$ cat config.mk
export PLATFORM = sky130hd
export DESIGN_NAME = alu_issue_unit
export DESIGN_NICKNAME = d
export VERILOG_FILES = /design/src/rtl/alu_issue_pkg.sv /design/src/rtl/alu_resp_fifo.sv /design/src/rtl/alu_issue_unit.sv
export SDC_FILE = /design/constraint.sdc
export NUM_CORES = 1
export LEC_CHECK = 0
export ABC_AREA = 1
export CAP_MARGIN = 40
export CORE_MARGIN = 10
export CORE_UTILIZATION = 39
export CTS_CLUSTER_DIAMETER = 100
export DETAILED_ROUTE_END_ITERATION = 12
export PLACE_DENSITY = 0.7
export SYNTH_ARGS = -nofsm -noshare
export SYNTH_HDL_FRONTEND = slang
export SYNTH_SLANG_ARGS = --single-unit
$ cat constraint.sdc
create_clock -name clk -period 2 [get_ports clk]
set_input_delay 0.4 -clock clk [delete_from_list [all_inputs] [get_ports clk]]
set_output_delay 0.4 -clock clk [all_outputs]
set_load 0.01 [all_outputs]
$ cat src/rtl/alu_issue_pkg.sv
// Shared definitions for the ALU issue unit: ALUctl codes, ALUOp/funct encodings,
// the response entry layout, the ALUOp/funct decoder and the reference ALU function.
package alu_issue_pkg;

  localparam logic [3:0] CTL_AND = 4'b0000;
  localparam logic [3:0] CTL_OR  = 4'b0001;
  localparam logic [3:0] CTL_ADD = 4'b0010;
  localparam logic [3:0] CTL_SUB = 4'b0110;
  localparam logic [3:0] CTL_SLT = 4'b0111;
  localparam logic [3:0] CTL_NOR = 4'b1100;

  localparam logic [1:0] OP_ADD   = 2'b00;
  localparam logic [1:0] OP_SUB   = 2'b01;
  localparam logic [1:0] OP_RTYPE = 2'b10;
  localparam logic [1:0] OP_ILL   = 2'b11;

  localparam logic [5:0] FN_ADD = 6'h20;
  localparam logic [5:0] FN_SUB = 6'h22;
  localparam logic [5:0] FN_AND = 6'h24;
  localparam logic [5:0] FN_OR  = 6'h25;
  localparam logic [5:0] FN_SLT = 6'h2A;
  localparam logic [5:0] FN_NOR = 6'h27;

  // Widest tag a response entry can carry; narrower tags are zero-extended.
  localparam int TAG_MAX_W = 16;

  typedef struct packed {
    logic [31:0]          result;
    logic                 zero;
    logic                 err;
    logic [TAG_MAX_W-1:0] tag;
  } resp_entry_t;

  typedef struct packed {
    logic [3:0] ctl;
    logic       err;
  } dec_t;

  typedef enum logic {ST_IDLE = 1'b0, ST_ISSUE = 1'b1} state_e;

  function automatic dec_t decode(input logic [1:0] aluop, input logic [5:0] funct);
    dec_t d;
    d.ctl = CTL_ADD;
    d.err = 1'b0;
    case (aluop)
      OP_ADD: d.ctl = CTL_ADD;
      OP_SUB: d.ctl = CTL_SUB;
      OP_RTYPE: begin
        case (funct)
          FN_ADD:  d.ctl = CTL_ADD;
          FN_SUB:  d.ctl = CTL_SUB;
          FN_AND:  d.ctl = CTL_AND;
          FN_OR:   d.ctl = CTL_OR;
          FN_SLT:  d.ctl = CTL_SLT;
          FN_NOR:  d.ctl = CTL_NOR;
          default: d.err = 1'b1;
        endcase
      end
      default: d.err = 1'b1;
    endcase
    return d;
  endfunction

  function automatic logic [31:0] alu_ref(input logic [3:0] ctl, input logic [31:0] a,
                                          input logic [31:0] b);
    logic [31:0] r;
    case (ctl)
      CTL_AND: r = a & b;
      CTL_OR:  r = a | b;
      CTL_ADD: r = a + b;
      CTL_SUB: r = a - b;
      CTL_SLT: r = ($signed(a) < $signed(b)) ? 32'd1 : 32'd0;
      CTL_NOR: r = ~(a | b);
      default: r = 32'd0;
    endcase
    return r;
  endfunction

endpackage

$ cat src/rtl/alu_resp_fifo.sv
// Synchronous FIFO of response entries with occupancy count and full/empty flags.
module alu_resp_fifo
  import alu_issue_pkg::*;
#(
  parameter int DEPTH = 2,
  parameter int PW    = (DEPTH > 1) ? $clog2(DEPTH) : 1,
  parameter int CW    = $clog2(DEPTH + 1)
) (
  input  logic          clk,
  input  logic          rst_n,
  input  logic          push_i,
  input  resp_entry_t   wr_data_i,
  input  logic          pop_i,
  output resp_entry_t   rd_data_o,
  output logic [CW-1:0] count_o,
  output logic          full_o,
  output logic          empty_o
);

  resp_entry_t   mem_q [DEPTH];
  logic [PW-1:0] wr_ptr_q, wr_ptr_d;
  logic [PW-1:0] rd_ptr_q, rd_ptr_d;
  logic [CW-1:0] count_q, count_d;

  function automatic logic [PW-1:0] next_ptr(input logic [PW-1:0] p);
    return (p == PW'(DEPTH - 1)) ? '0 : p + 1'b1;
  endfunction

  always_comb begin
    wr_ptr_d = push_i ? next_ptr(wr_ptr_q) : wr_ptr_q;
    rd_ptr_d = pop_i  ? next_ptr(rd_ptr_q) : rd_ptr_q;
    count_d  = count_q;
    case ({push_i, pop_i})
      2'b10:   count_d = count_q + 1'b1;
      2'b01:   count_d = count_q - 1'b1;
      default: count_d = count_q;
    endcase
  end

  // Entries are cleared on reset so an empty FIFO presents an all-zero head.
  always_ff @(posedge clk or negedge rst_n) begin
    if (!rst_n) begin
      wr_ptr_q <= '0;
      rd_ptr_q <= '0;
      count_q  <= '0;
      for (int i = 0; i < DEPTH; i++) mem_q[i] <= '0;
    end else begin
      wr_ptr_q <= wr_ptr_d;
      rd_ptr_q <= rd_ptr_d;
      count_q  <= count_d;
      if (push_i) mem_q[wr_ptr_q] <= wr_data_i;
    end
  end

  assign rd_data_o = mem_q[rd_ptr_q];
  assign count_o   = count_q;
  assign full_o    = (count_q == CW'(DEPTH));
  assign empty_o   = (count_q == '0);

endmodule

$ cat src/rtl/alu_issue_unit.sv
// Request-side driver for the MIPS ALU: decodes ALUOp/funct, drives the ALU for one
// cycle and returns tagged results through a response FIFO. Optional: ALU_ISSUE_SELFCHECK_EN.
module alu_issue_unit
  import alu_issue_pkg::*;
#(
  parameter int DEPTH = 2,
  parameter int TAG_W = 4
) (
  input  logic             clk,
  input  logic             rst_n,
  input  logic             req_valid,
  output logic             req_ready,
  input  logic [1:0]       req_aluop,
  input  logic [5:0]       req_funct,
  input  logic [31:0]      req_a,
  input  logic [31:0]      req_b,
  input  logic [TAG_W-1:0] req_tag,
  output logic [3:0]       ALUctl,
  output logic [31:0]      A,
  output logic [31:0]      B,
  input  logic [31:0]      ALUOut,
  input  logic             Zero,
  output logic             resp_valid,
  input  logic             resp_ready,
  output logic [31:0]      resp_result,
  output logic             resp_zero,
  output logic             resp_err,
  output logic [TAG_W-1:0] resp_tag,
  output logic             chk_fail
);

  localparam int CW = $clog2(DEPTH + 1);

  state_e           state_q, state_d;
  logic             issue_v;
  logic [3:0]       ctl_q;
  logic [31:0]      a_q, b_q;
  logic             err_q;
  logic [TAG_W-1:0] tag_q;
  dec_t             dec;

  logic             xfer, pop, push;
  logic [CW-1:0]    fifo_count;
  logic             fifo_full, fifo_empty;
  resp_entry_t      push_entry, head;
  logic             unused_tag_hi;

  assign dec  = decode(req_aluop, req_funct);
  assign xfer = req_valid && req_ready;
  assign pop  = resp_valid && resp_ready;
  assign push = issue_v;

  // A popping slot can be reused by a request accepted on the same edge.
  assign req_ready = ((int'(issue_v) + int'(fifo_count)) < DEPTH) || pop;

  always_ff @(posedge clk or negedge rst_n) begin
    if (!rst_n) state_q <= ST_IDLE;
    else        state_q <= state_d;
  end

  always_comb begin
    state_d = state_q;
    case (state_q)
      ST_IDLE:  state_d = xfer ? ST_ISSUE : ST_IDLE;
      ST_ISSUE: state_d = xfer ? ST_ISSUE : ST_IDLE;
      default:  state_d = ST_IDLE;
    endcase
  end

  always_comb begin
    issue_v = (state_q == ST_ISSUE);
  end

  // Issue register; holds its contents while idle so the ALU inputs stay stable.
  always_ff @(posedge clk or negedge rst_n) begin
    if (!rst_n) begin
      ctl_q <= '0;
      a_q   <= '0;
      b_q   <= '0;
      err_q <= 1'b0;
      tag_q <= '0;
    end else if (xfer) begin
      ctl_q <= dec.ctl;
      a_q   <= req_a;
      b_q   <= req_b;
      err_q <= dec.err;
      tag_q <= req_tag;
    end
  end

  assign ALUctl = ctl_q;
  assign A      = a_q;
  assign B      = b_q;

  always_comb begin
    push_entry              = '0;
    push_entry.result       = err_q ? 32'd0 : ALUOut;
    push_entry.zero         = err_q ? 1'b0 : Zero;
    push_entry.err          = err_q;
    push_entry.tag[TAG_W-1:0] = tag_q;
  end

  alu_resp_fifo #(.DEPTH(DEPTH)) u_fifo (
    .clk       (clk),
    .rst_n     (rst_n),
    .push_i    (push),
    .wr_data_i (push_entry),
    .pop_i     (pop),
    .rd_data_o (head),
    .count_o   (fifo_count),
    .full_o    (fifo_full),
    .empty_o   (fifo_empty)
  );

  assign resp_valid    = !fifo_empty;
  assign resp_result   = head.result;
  assign resp_zero     = head.zero;
  assign resp_err      = head.err;
  assign resp_tag      = head.tag[TAG_W-1:0];
  assign unused_tag_hi = ^head.tag;

`ifdef ALU_ISSUE_SELFCHECK_EN
  logic        chk_q;
  logic [31:0] ref_res;

  assign ref_res = alu_ref(ctl_q, a_q, b_q);

  always_ff @(posedge clk or negedge rst_n) begin
    if (!rst_n) chk_q <= 1'b0;
    else if (issue_v && !err_q && ((ALUOut != ref_res) || (Zero != (ref_res == 32'd0))))
      chk_q <= 1'b1;
  end

  assign chk_fail = chk_q;
`else
  assign chk_fail = 1'b0;
`endif

  a_no_push_full: assert property (@(posedge clk) disable iff (!rst_n) !(push && fifo_full));
  a_no_pop_empty: assert property (@(posedge clk) disable iff (!rst_n) !(pop && fifo_empty));

endmodule
# Yosys cells after proc, flatten, opt, wreduce, memory -nomap -nowiden
# Index checks and enable logic that the tools add are counted.
dict set report totals {
  register_bits 178
  latchBits 0
  ram_bits 0
  mem_bits_ro 0
  out_inout_bits 109
  word_cells 64
  mem_count 0
}
dict set report op_classes {
  n_addsub 5
  multipliers 0
  n_div 0
  magnitude_cmp 4
  n_eq_ne 10
  shifts 0
  mux 16
  bitwise_logic 2
  n_reduce_logical 10
}
# op count
set ops {}
lappend ops {{50-bit two-way mux} 4}
lappend ops {{100-bit bitwise mux} 1}
lappend ops {{50-bit demux with 1-bit select} 1}
lappend ops {{6-bit == test (second input constant)} 6}
lappend ops {{32-bit two-way mux} 1}
lappend ops {{4-bit one-hot mux with 5 select lines} 1}
lappend ops {{4-bit one-hot mux with 2 select lines} 1}
lappend ops {{6-bit OR reduction} 1}
lappend ops {{1-bit two-way mux} 5}
lappend ops {{2-bit by 1-bit == test with 1-bit output (second input constant)} 2}
lappend ops {{2-bit == test (second input constant)} 2}
lappend ops {{2-bit greater-or-equal comparator (second input constant)} 2}
lappend ops {{2-bit logical NOT} 2}
lappend ops {{1-bit inverter with 2-bit output} 2}
lappend ops {{2-bit one-hot mux with 2 select lines} 1}
lappend ops {{1-bit by 2-bit adder with 3-bit output} 1}
lappend ops {{1-bit logical AND} 3}
lappend ops {{3-bit by 2-bit less-than comparator with 1-bit output (second input constant)} 1}
lappend ops {{1-bit adder (second input constant)} 2}
lappend ops {{2-bit by 1-bit adder with 2-bit output (second input constant)} 1}
lappend ops {{2-bit by 1-bit less-than comparator with 1-bit output (second input constant)} 1}
lappend ops {{1-bit one-hot mux with 2 select lines} 1}
lappend ops {{2-bit nonzero test} 1}
lappend ops {{2-bit OR reduction} 1}
lappend ops {{3 further kinds} 3}

# Logic depth before layout (Yosys ltp)
# Gate-level depths: netlist (run 1).
dict set report logic_depth {
  depth_word 6
  mapped_depth 10
}

# By module
# From an unflattened synthesis (run 1), not the netlist that was laid out.
dict set report hier_totals {
  hier_cells 983
  hier_area_um2 8059.0
}
# module n_inst cells_per_inst area_each_um2 seq_area_each_um2
set by_module_without_submodules {}
lappend by_module_without_submodules {alu_resp_fifo 1 556 4738.3 2602.5}
lappend by_module_without_submodules {alu_issue_unit 1 427 3320.7 1851.8}

# Worst setup path after synthesis (run 1)
# Ideal clock, no wire load.
dict set report synth_path {
  path_kind {register -> register}
  from {register u_fifo.count_q[1], in the netlist u_fifo.count_o[1]}
  to {register u_fifo.count_q[1], in the netlist u_fifo.count_o[1]}
  setup_ps 131
  t_arrival_ps 1324
  required_ps 1869
  path_slack_ps 545
  stages_incl_launch_ff 9
  n_path_buf 0
  cell_sequence {dfrtp_1 > inv_1 > nand2_2 > nand2_2 > inv_1 > ha_1 > a21oi_1 > o21ai_0 > xor2_1}
}
dict set report synth_via {
  elab_chain_len 5
  elab_cells_between_ends 9
  classes_between {add/sub (2); eq/ne (2); mux (1); reduce/logical (4)}
}
# item line_no
set synth_lines {}
lappend synth_lines {{start, declared} alu_resp_fifo.sv:23} ;# logic [CW-1:0] count_q, count_d;
lappend synth_lines {{start signal, assigned} alu_resp_fifo.sv:50} ;# count_q <= count_d;
lappend synth_lines {{2-bit logical NOT (*)} alu_resp_fifo.sv:58} ;# assign empty_o = (count_q == '0);
lappend synth_lines {{1-bit logical NOT (*)} alu_issue_unit.sv:115} ;# assign resp_valid = !fifo_empty;
lappend synth_lines {{named net resp_valid} alu_issue_unit.sv:23} ;# output logic resp_valid,
lappend synth_lines {{1-bit logical AND (*)} alu_issue_unit.sv:50} ;# assign pop = resp_valid && resp_ready;
lappend synth_lines {{named net pop} alu_issue_unit.sv:42} ;# logic xfer, pop, push;
lappend synth_lines {{2-bit by 1-bit == test with 1-bit output or 2-bit == test (tied branches)} alu_resp_fifo.sv:33} ;# case ({push_i, pop_i})
lappend synth_lines {{2-bit one-hot mux with 2 select lines or 2-bit nonzero test (tied branches)} n/a}
# The timed path passes the listed nets; every way through them passes the cells marked *.
# A chain may end at the register's enable or synchronous reset.

# Worst setup path after layout (run 1)
dict set report layout_path {
  from {register u_fifo.rd_ptr_q}
  to {output port resp_result[1]}
}
dict set report layout_via {
  elab_chain_len 4
}
# item line_no
set layout_lines {}
lappend layout_lines {{start, declared} alu_resp_fifo.sv:22} ;# logic [PW-1:0] rd_ptr_q, rd_ptr_d;
lappend layout_lines {{start signal, assigned} alu_resp_fifo.sv:49} ;# rd_ptr_q <= rd_ptr_d;
lappend layout_lines {{1-bit inverter with 2-bit output (not written as such)} alu_resp_fifo.sv:55} ;# assign rd_data_o = mem_q[rd_ptr_q];
lappend layout_lines {{50-bit two-way mux (not written as such) (3 in a row)} alu_resp_fifo.sv:55}
lappend layout_lines {{end, declared} alu_issue_unit.sv:25} ;# output logic [31:0] resp_result,
# No other way between the ends. The select of a mux whose other input is x is not followed.

==> flow_metrics.py, run 1 <==
metrics = {
    "route": {
        "totalWireLength_um": 19600,
        "drt_pre_antenna_iters": 5,
        "drc": 0,
        "routedWlPerCell_um": 15.1,
        "via_per_inst": 4.50,
        "drtAntennaViolNets": 0,
        "vias": 5829,
        "drt_iter0_markers": 232,
    },
    "worst_setup_path": {
        "cp-start-kind": "register",
        "end_kind": "output pin",
        "required_ps": 1600,
        "arrival_ps": 1550,
        "cp_max_fo": 13,
        "criticalPathCategory": "register to output pin",
    },
    "clock_tree": {
        "clk_latency_ps": 420,
        "cts_max_path_buffers": 2,
        "numCtsBuffers": 17,
        "cts_tree": "yes",
        "cts_max_level": 4,
        "clk_pin_slew_ps": 60,
        "clock_sinks": 154,
        "ctsRootBufferMaster": "clkbuf_16",
    },
    "yosys": {
        "synth_fp_nets": 963,
        "synth_cell_types": 24,
        "ys_ff_latch": 154,
        "synth-edff-count": 0,
        "synth_area_per_cell_um2": 7.92,
        "async_flop_share": 1.00,
        "synthCells": 846,
        "ys.flop_type": "dfrtp_1",
        "synth_seq_area_share": 0.575,
        "yosys_warnings": 0,
        "syn-cell-area_mm2": 0.00670,
    },
    "final_layout": {
        "fin_nets": 1180,
        "area_delta_synth_final_pct": 45.7,
        "diodes": 0,
        "fin_cells": 1295,
        "drive_above_1_share": 0.0707,
        "fin_area_mm2": 0.00976,
    },
    "placed_design": {
        "port_buffers": 220,
        "gp_congestion": 0.787,
        "dp_hpwl_um": 14100,
        "place_area_mm2": 0.00919,
        "pre_cts_ws_ps": 43.0,
        "dp_cells": 1261,
    },
    "power_and_ir_drop": {
        "swShare": 0.362,
        "cellPowerDensity_mw_per_mm2": 1490,
        "p_switching_w": 0.00528,
        "p_leak_nw": 4.94,
        "p_int_w": 0.00929,
        "power.share.combinational": 0.422,
        "p_clk_frac": 0.225,
        "peakVddDrop_uv": 755,
        "seqPwrFrac": 0.353,
    },
    "status": {
        "status": "finished, final reports clean",
    },
    "die": {
        "fp.dieW_um": 151,
        "core_area_mm2": 0.0167,
        "die_y_um": 151,
        "rows": 47,
        "boundaryPins": 222,
        "die_area_mm2": 0.0228,
        "initial_core_util": 0.401,
    },
    "timing": {
        "fin_crit_sh": 0.975,
        "worst_slack_ps": 49.5,
        "setup_viol": 0,
        "finClkSkew_ps": 9.81,
        "fin_crit_ps": 1950,
        "rsz0062_at_grt": "true",
        "hold_ws_ps": 470,
        "hold_viol_final": 0,
        "slew_viol_final": 0,
        "fmax_mhz": 513,
    },
    "global_routing": {
        "overflow": 0,
        "antenna_found_initial": 0,
        "track_usage": 0.177,
        "grt_start_max_net_pins": 67,
        "grt_pass1_wl_um": 31700,
        "grt_pass1_vias": 6043,
    },
    "worst_hold_path": {
        "min-delay-path-class": "primary input to asynchronous set/reset pin",
    },
    "job": {
        "drv_cap": 0,
    },
}
## cell families after synthesis
| group | Yosys count | share of synthesized area |
|---|---|---|
| DFF | 154 | 0.575 |
| xor gates and xnor gates | 3 | 0.00392 |
| adders and majority gates | 4 | 0.00747 |
| and+or+nand+nor | 464 | 0.266 |
| other | 1 | 0.000560 |
| buffers and inverters | 132 | 0.0800 |
| AOI/OAI and AO/OA | 88 | 0.0667 |
## area by class of cell
cell class	instances	area (um2)
Tap cell	220	275
Fill cell	1548	6950
Inverter	89	338
Clock inverter	12	149
Sequential cell	154	3850
Clock buffer	19	453
Multi-Input combinational cell	560	2310
Timing Repair Buffer	241	2370
## path summary, 6_finish.rpt
kind / from / endpoint / slack [ps] / cells after the start
max reg2reg: u_fifo.count_o[1]$_DFFE_PN0P_ / u_fifo.count_o[1]$_DFFE_PN0P_ / 430 / 9
min: rst_n / u_fifo.mem_q[72]$_DFFE_PN0P_ / 470 / 2
max: u_fifo.rd_ptr_q$_DFFE_PN0P_ / resp_result[1] / 50 / 3
min reg2reg: A[7]$_DFFE_PN0P_ / A[7]$_DFFE_PN0P_ / 480 / 2
min in group clk: A[7]$_DFFE_PN0P_ / A[7]$_DFFE_PN0P_ / 480 / 2
max in group asynchronous: rst_n / u_fifo.mem_q[78]$_DFFE_PN0P_ / 910 / 3
## repair_timing
action                                  CTS  global route
endpoints found under the hold margin    38             0
gates resized for setup                  45            55
endpoints found under the setup margin   39            28
hold buffers                              1             0
gates cloned                              0             0
buffers inserted                          1             1
## critical path, cell delays in order, from the launching register on
cell           delay [ps]
dfrtp_2               450
buf_4                 200
o21ai_1               180
dlygate4sd2_1         300
## layout by cell type (no fill, tap or decap), types with 4 or more instances in the layout
cell type | synthesis | final
nand2_1 | 405 | 405
dfrtp_1 | 154 | 153
dlygate4sd2_1 | 0 | 12
buf_4 | 6 | 13
buf_12 | 0 | 6
clkdlybuf4s50_1 | 0 | 180
o21ai_1 | 0 | 8
clkbuf_2 | 0 | 11
nand3_1 | 5 | 5
inv_1 | 86 | 84
nor2_1 | 44 | 43
clkdlybuf4s15_1 | 0 | 15
inv_2 | 3 | 4
clkinv_2 | 0 | 5
o21ai_0 | 83 | 75
ha_1 | 4 | 4
clkbuf_16 | 0 | 17
## per-stage QoR
| step | util | power (W) | TNS [ps] |
|---|---|---|---|
| 5_1_grt | 0.584 | 0.0157 | -58.5 |
| 4_1_cts | 0.585 | 0.0148 | -4.65 |
| 3_3_place_gp | 0.550 | 0.0116 | 0 |
| 2_1_floorplan | - | 0.00809 | 0 |
| 3_5_place_dp | 0.550 | 0.0117 | 0 |
| 6_report | 0.584 | 0.0146 | 0 |
## metal layers
metal	GRT usage	vias to the layer above	wire, um
met5	0	-	0
met4	0.0553	0	285
met3	0.108	22	2650
met2	0.267	208	8710
met1	0.205	2623	7960
li1	-	2976	-
## Yosys cell counts, types with 2 or more instances
cell / instances / share of area
nand2_1: 405 / 0.23
dfrtp_1: 154 / 0.58
inv_1: 86 / 0.048
o21ai_0: 83 / 0.062
nor2_1: 44 / 0.025
clkbuf_1: 27 / 0.015
buf_2: 8 / 0.0060
buf_4: 6 / 0.0067
nand3_1: 5 / 0.0037
ha_1: 4 / 0.0075
a21oi_1: 3 / 0.0022
inv_2: 3 / 0.0017
nand4_1: 3 / 0.0028
nand2_2: 2 / 0.0019
nand2_4: 2 / 0.0034
nor3_1: 2 / 0.0015
xor2_1: 2 / 0.0026
## sequential cells by signal (all words and copies together) (netlist names)
signal	flops
A	32
ALUctl	4
B	32
err_q	1
issue_v	1
tag_q	4
u_fifo.count_o	2
u_fifo.mem_q	76
u_fifo.rd_ptr_q	1
u_fifo.wr_ptr_q	1
## power groups by stage
stage	Clock, W	Combinational (W)	Sequential, W
5_1_grt	0.00350	0.00692	0.00531
2_1_floorplan	0	0.00271	0.00538
6_report	0.00328	0.00615	0.00514
3_3_place_gp	0	0.00641	0.00514
3_5_place_dp	0	0.00650	0.00516
4_1_cts	0.00336	0.00627	0.00514
Power figures use the tool's default switching activity.
==> run 2, diff against run 1 <==
--- a/config.mk
+++ b/config.mk
@@ -15,3 +15,4 @@
 export SYNTH_ARGS = -nofsm -noshare
 export SYNTH_HDL_FRONTEND = slang
 export SYNTH_SLANG_ARGS = --single-unit
+export TNS_END_PERCENT = 20
==> flow_metrics.py, run 2 (synthesis gave the netlist of run 1 again) <==
metrics = {
    "route": {
        "drc": 0,
        "drt_pre_antenna_iters": 4,
        "totalWireLength_um": 19600,
        "drtAntennaViolNets": 0,
        "via_per_inst": 4.49,
        "drt_iter0_markers": 225,
        "routedWlPerCell_um": 15.1,
        "vias": 5804,
    },
    "power_and_ir_drop": {
        "peakVddDrop_uv": 758,
        "p_leak_nw": 4.97,
        "cellPowerDensity_mw_per_mm2": 1490,
        "fin_total_pwr_w": 0.0146,
    },
    "die": {
        "core_area_mm2": 0.0167,
        "boundaryPins": 222,
        "die_area_mm2": 0.0228,
        "initial_core_util": 0.401,
        "die_y_um": 151,
        "rows": 47,
        "fp.dieW_um": 151,
    },
    "timing": {
        "setup_viol": 1,
        "slew_viol_final": 0,
        "fin_crit_ps": 2140,
        "fin_crit_sh": 1.07,
        "rsz0062_at_grt": "true",
        "hold_viol_final": 0,
        "finClkSkew_ps": 9.10,
        "fmax_mhz": 466,
        "worst_slack_ps": -144,
    },
    "final_layout": {
        "mostFrequentLayoutCells": "405 x nand2_1, 181 x clkdlybuf4s50_1, 153 x dfrtp_1",
        "largest_register_ff_count": 76,
        "diodes": 0,
        "regMostFlops": "u_fifo.mem_q",
        "fin_nets": 1178,
        "final_common_cell": "nand2_1",
        "drive_above_1_share": 0.0680,
        "area_delta_synth_final_pct": 45.7,
    },
    "placed_design": {
        "port_buffers": 220,
        "gp_congestion": 0.787,
        "pre_cts_ws_ps": 43.0,
        "dp_hpwl_um": 14100,
    },
    "global_routing": {
        "track_usage": 0.177,
        "grt_pass1_wl_um": 31600,
        "antenna_found_initial": 0,
        "grt_pass1_vias": 6034,
        "grt_start_max_net_pins": 67,
        "overflow": 0,
    },
    "worst_setup_path": {
        "cp-start-kind": "register",
        "arrival_ps": 1740,
        "end_kind": "output pin",
        "cp_max_fo": 17,
        "criticalPathCategory": "register to output pin",
        "required_ps": 1600,
    },
    "clock_tree": {
        "post_cts_buffers": 0,
        "cts_max_level": 4,
        "numCtsBuffers": 17,
        "clk_pin_slew_ps": 60,
        "cts_tree": "yes",
        "clock_sinks": 154,
        "clk_latency_ps": 420,
        "ctsRootBufferMaster": "clkbuf_16",
        "cts_max_path_buffers": 2,
    },
    "status": {
        "violations": "negative setup slack",
        "status": "finished, violations left",
    },
    "worst_hold_path": {
        "min-delay-path-class": "primary input to asynchronous set/reset pin",
    },
    "job": {
        "drv_cap": 0,
    },
}
## run 2: metrics by stage
stage | area, um2 | std cells | hold WS, ps | TNS (ps) | util
floorplan | 6700 | 846 | 104 | 0 | -
global placement | 9190 | 1261 | 359 | 0 | 0.550
detailed placement | 9190 | 1261 | 358 | 0 | 0.550
CTS | 9760 | 1293 | 481 | -1290 | 0.585
global route | 9760 | 1293 | 500 | -312 | 0.584
finish | 9760 | 1293 | 470 | -144 | 0.584
## run 2: layout make-up
type,count,area (um2)
clock buffer,19,453
inverter,89,338
multi-input combinational,560,2310
timing repair buffer,239,2370
sequential,154,3850
clock inverter,12,149
fill,1545,6940
tap,220,275
## run 2: power breakdown
part | internal [W] | switching, W | total [W] | leakage (nW)
Sequential | 0.00446 | 0.000677 | 0.00514 | 1.96
Combinational | 0.00282 | 0.00332 | 0.00614 | 2.71
Clock | 0.00201 | 0.00127 | 0.00328 | 0.298
Total | 0.00930 | 0.00526 | 0.0146 | 4.97
## run 2: worst paths after layout
kind,start,end,slack (ps),cells past startpoint
max,u_fifo.rd_ptr_q$_DFFE_PN0P_,resp_tag[2],-140,4
min,rst_n,u_fifo.mem_q[72]$_DFFE_PN0P_,470,2
max reg2reg,u_fifo.count_o[1]$_DFFE_PN0P_,u_fifo.count_o[1]$_DFFE_PN0P_,370,9
min reg2reg,A[7]$_DFFE_PN0P_,A[7]$_DFFE_PN0P_,480,2
max in group asynchronous,rst_n,u_fifo.mem_q[78]$_DFFE_PN0P_,920,3
min in group clk,A[7]$_DFFE_PN0P_,A[7]$_DFFE_PN0P_,480,2
## run 2: what timing repair did
| item | CTS | global route |
|---|---|---|
| setup endpoints to repair | 39 | 24 |
| hold buffers | 1 | 0 |
| hold endpoints to repair | 38 | 0 |
| gates resized for setup | 35 | 60 |
## run 2: worst max-delay path, cell delays in order (launching register included)
cell and delay [ps]:
dfrtp_2 440, buf_6 190, nand2_1 60, nand2_1 60, clkdlybuf4s50_1 570
## run 2: routing by layer
layer	vias up	share of wire	wire length, um	global-route usage
li1	2971	-	-	-
met1	2600	0.40	7930	0.205
met2	208	0.44	8630	0.267
met3	25	0.14	2720	0.108
met4	0	0.016	313	0.0553
met5	-	0	0	0
==> variant 1: new RTL, settings of run 1 <==
Put a register stage on the output `resp_err`, with the module's reset. The value now appears one clock later. The other outputs are not delayed to match.
--- a/src/rtl/alu_issue_unit.sv
+++ b/src/rtl/alu_issue_unit.sv
@@ -117,3 +117,9 @@
   assign resp_zero     = head.zero;
-  assign resp_err      = head.err;
+  always_ff @(posedge clk or negedge rst_n) begin
+    if (!rst_n) begin
+      resp_err <= '0;
+    end else begin
+      resp_err <= head.err;
+    end
+  end
   assign resp_tag      = head.tag[TAG_W-1:0];
Formal check against the unedited RTL: not equivalent (Yosys sat finds a counterexample within 4 cycles, from zero or initial values and one cycle with rst_n low).
==> variant 1 against run 1 <==
Utilization decreased by 2.1 points; non-clock buffer count increased by 5; cell area increased by 0.45%; critical path type unchanged; cell count increased by 0.54%; routed wire length increased by 1.1%; synthesized area increased by 4.3%; count of clock-buffer cells in the layout decreased by 1; sequential cell count increased by 1; setup slack improved by 16 ps; critical endpoint is now resp_result[0]; first-iteration DRC count increased by 39%; clock power increased by 5%; power decreased by 6.2%.
==> variant 1: results <==
[status]
run_status = finished, final reports clean

[drt]
route.layer.met1.wl_um = 8210
initialDrtViolationCount = 323
viasPerCell = 4.51
routed_wire_length_per_instance_um = 15.2
detail_route.first_pass.iterations = 6

[logic_synthesis]
synth_seq_area_share_pct = 55.5
synth.distinct_cells = 23
synth_fp_nets = 994
netlist_top_cells_count = sky130_fd_sc_hd__nand2_1 (405), sky130_fd_sc_hd__dfrtp_1 (155), sky130_fd_sc_hd__inv_1 (86)
adder_cell_area_share_of_the_yosys_netlist_pct = 0.717
synth_compound_gate_area_share_pct = 6.20

[timing]
hold_slack_ps = 469
final.setup_skew_ps = 7.60

[final_layout]
seq_share_pct = 39.6
layout.nonclk_buf_share_pct = 24.3
drive_gt1_share_pct = 9.20
final_area_um2 = 9800
clockBufferCount = 18
clk_share_pct = 6.45
final.signal_buffer_count = 246
comb.multi_input.count = 556
final.signal_inverter_count = 87

[pwr]
combinationalPower_w = 0.00520
leakagePower_nw = 5.00
power_switching_share_pct = 35.2

[global_routing]
grt_first_pass_wirelength_um = 31800
grt.met3_usage_pct = 10.2
global_route.usage.met1_pct = 19.6
grt_pass1_vias = 5847
met2_usage_pct = 25.0
number_of_antenna_violations_at_the_first_check_in_global_routing = 1
globalRouteTotalUtil_pct = 16.6

[critical_path]
setup.worst_path.end = resp_result[0]
critPathMaxFanout = 16
timing.critical_path.arrival_ps = 1530
regToRegSetupSlack_ps = 300
timing.reg2reg.worst_path_depth = 7

[placement]
replace_congestion = 0.808
dp.final_hpwl_um = 14200

[clock_tree]
post_cts.resized_instances = 44
[variant 1: changes by cell type after synthesis, moves of 2 or more]
cell,change
sky130_fd_sc_hd__buf_4,+32
sky130_fd_sc_hd__buf_2,+10
sky130_fd_sc_hd__clkbuf_1,-9
sky130_fd_sc_hd__buf_6,+4
sky130_fd_sc_hd__inv_2,-2
sky130_fd_sc_hd__nand3b_1,+2
sky130_fd_sc_hd__nand4_1,-2
[variant 1: through the flow]
| stage | instances | power (W) | worst slack (ps) | util (%) |
|---|---|---|---|---|
| 2_1_floorplan | 877 | 0.00808 | 372 | - |
| 3_3_place_gp | 1261 | 0.0104 | 53.7 | 53.0 |
| 3_5_place_dp | 1261 | 0.0105 | 36.6 | 53.0 |
| 4_1_cts | 1295 | 0.0138 | -165 | 56.5 |
| 5_1_grt | 1301 | 0.0147 | -46.0 | 56.3 |
| 6_report | 1302 | 0.0137 | 65.1 | 56.3 |
==> variant 2: new RTL, settings of run 1 <==
Without the edit above. Add a define of `ALU_ISSUE_SELFCHECK_EN`.
--- a/src/rtl/alu_issue_unit.sv
+++ b/src/rtl/alu_issue_unit.sv
@@ -2,2 +2,4 @@
 // cycle and returns tagged results through a response FIFO. Optional: ALU_ISSUE_SELFCHECK_EN.
+`define ALU_ISSUE_SELFCHECK_EN
+
 module alu_issue_unit
Function: changed (a bounded check fails within 4 cycles, from zero or initial values and one cycle with rst_n low).
==> variant 2 against run 1 <==
Synthesized area grew 110%; sequential share of layout area is 22 points lower; fmax is 35% lower; power rose to 3.3 times the old value; clock skew rose by 6.9 ps; sequential cell count is 1 higher; first-iteration DRC count grew to 5.3 times the old value; cell area is 130% higher; the flow now finishes with violations (negative setup slack); utilization rose by 3.0 points; routed wire length grew to 3.2 times the old value; count of clock-buffer cells in the layout decreased by 1; setup slack worse by 1100 ps.
==> variant 2: results <==
[status]
run_status = finished, violations left
violated_checks = negative setup slack

[logic_synthesis]
netlist_top_cells_count = sky130_fd_sc_hd__nand2_1 (815), sky130_fd_sc_hd__inv_1 (421), sky130_fd_sc_hd__nor2_1 (176)
synth.distinct_cells = 44
synth_fp_nets = 2535
synth.top_cells.by_area = sky130_fd_sc_hd__dfrtp_1 (27%), sky130_fd_sc_hd__nand2_1 (22%), sky130_fd_sc_hd__inv_1 (11%)
synth_seq_area_share_pct = 27.4

[drt]
detail_route.first_pass.iterations = 6
initialDrtViolationCount = 1231
routed_wire_length_per_instance_um = 18.4
viasPerCell = 4.99

[timing]
final.setup_skew_ps = 16.7
setup_viol = 31
worst_slack_ps = -1010
setup_tns_ps = -4400

[global_routing]
number_of_antenna_violations_at_the_first_check_in_global_routing = 2
grt_pass1_vias = 16400
grt_first_pass_wirelength_um = 94600
globalRouteTotalUtil_pct = 27.5
grt_start_max_net_pins = 74

[clock_tree]
clk_pin_slew_worst_paths_ps = 80
worstSkewPairLatency_ps = 470

[pwr]
ir_drop_mv = 1.31
leakagePower_nw = 11.9

[final_layout]
fillerInstances = 3309
finish.net_count = 3154
drive_gt1_share_pct = 28.4
inserted_diodes = 0

[placement]
dp.final_hpwl_um = 50000
dpl-instance-area_um2 = 19900
replace_congestion = 1.01
buffer_ports.inserted = 221

[critical_path]
crit_path_max_cell_delay_ps = 360
crit_slowest_cell = sky130_fd_sc_hd__dfrtp_1

[floorplanning]
standard_cell_row_count = 69

[worst_hold_path]
min_path_type = in2async
[variant 2: timing repair]
item                                    in CTS  in global routing
buffers inserted                            29                 16
pin swaps                                   36                 56
endpoints found under the setup margin      41                 38
hold buffers                                 1                  0
cloned                                       6                  0
resized for setup                          329                193
endpoints found under the hold margin       11                  0
[variant 2: cell families after synthesis]
kind of cell / after synthesis / synth area share [%]
and+or+nand+nor: 1288 / 38.8
buffers and inverters: 518 / 14.3
AOI/OAI and AO/OA: 248 / 9.80
DFF: 155 / 27.4
adders and majority gates: 102 / 9.11
xor gates and xnor gates: 9 / 0.556
[variant 2: routing by layer]
layer	global-route usage (%)	routed length, um
met1	37.1	28600
met2	45.0	29000
met3	3.66	3750
met4	7.74	1480
met5	0	0
[variant 2: through the flow]
stage / utilization (%) / total power (W) / cells
floorplan: - / 0.0229 / 2320
global placement: 55.6 / 0.0397 / 3338
detailed placement: 55.6 / 0.0400 / 3338
CTS: 59.4 / 0.0459 / 3405
global route: 61.5 / 0.0524 / 3413
finish: 61.5 / 0.0487 / 3413
[variant 2: critical path: cells and delay by family, from the launching register on]
kind | cells | cell delay, ps
fa+ha+maj | 1 | 360
simple gates | 15 | 1780
compound gates | 1 | 120
flops | 1 | 360
buf+inv | 3 | 270
[variant 2: path summary, 6_finish.rpt]
check	startpoint	end	slack, ps	cells after the start
max	B[23]	chk_fail	-1010	20
min	rst_n	B[23]	330	2
max reg2reg	B[23]	chk_fail	-1010	20
min reg2reg	u_fifo.mem_q[22]	u_fifo.mem_q[22]	480	2
max in group asynchronous	rst_n	B[1]	1070	3
min in group clk	u_fifo.mem_q[22]	u_fifo.mem_q[22]	480	2
[variant 2: area by class of cell]
cell class	count	area share, %
multi-input cells	1647	42.7
repair buffers	680	26.7
flip-flops and latches	155	17.7
inverters	438	7.52
well taps	461	2.63
clock buffers	18	1.95
clock inverters	14	0.832
[variant 2: where the power goes]
part           switching [W]  internal [W]  total (W)
clock                0.00163       0.00190    0.00353
sequential          0.000748       0.00457    0.00531
combinational         0.0224        0.0175     0.0398
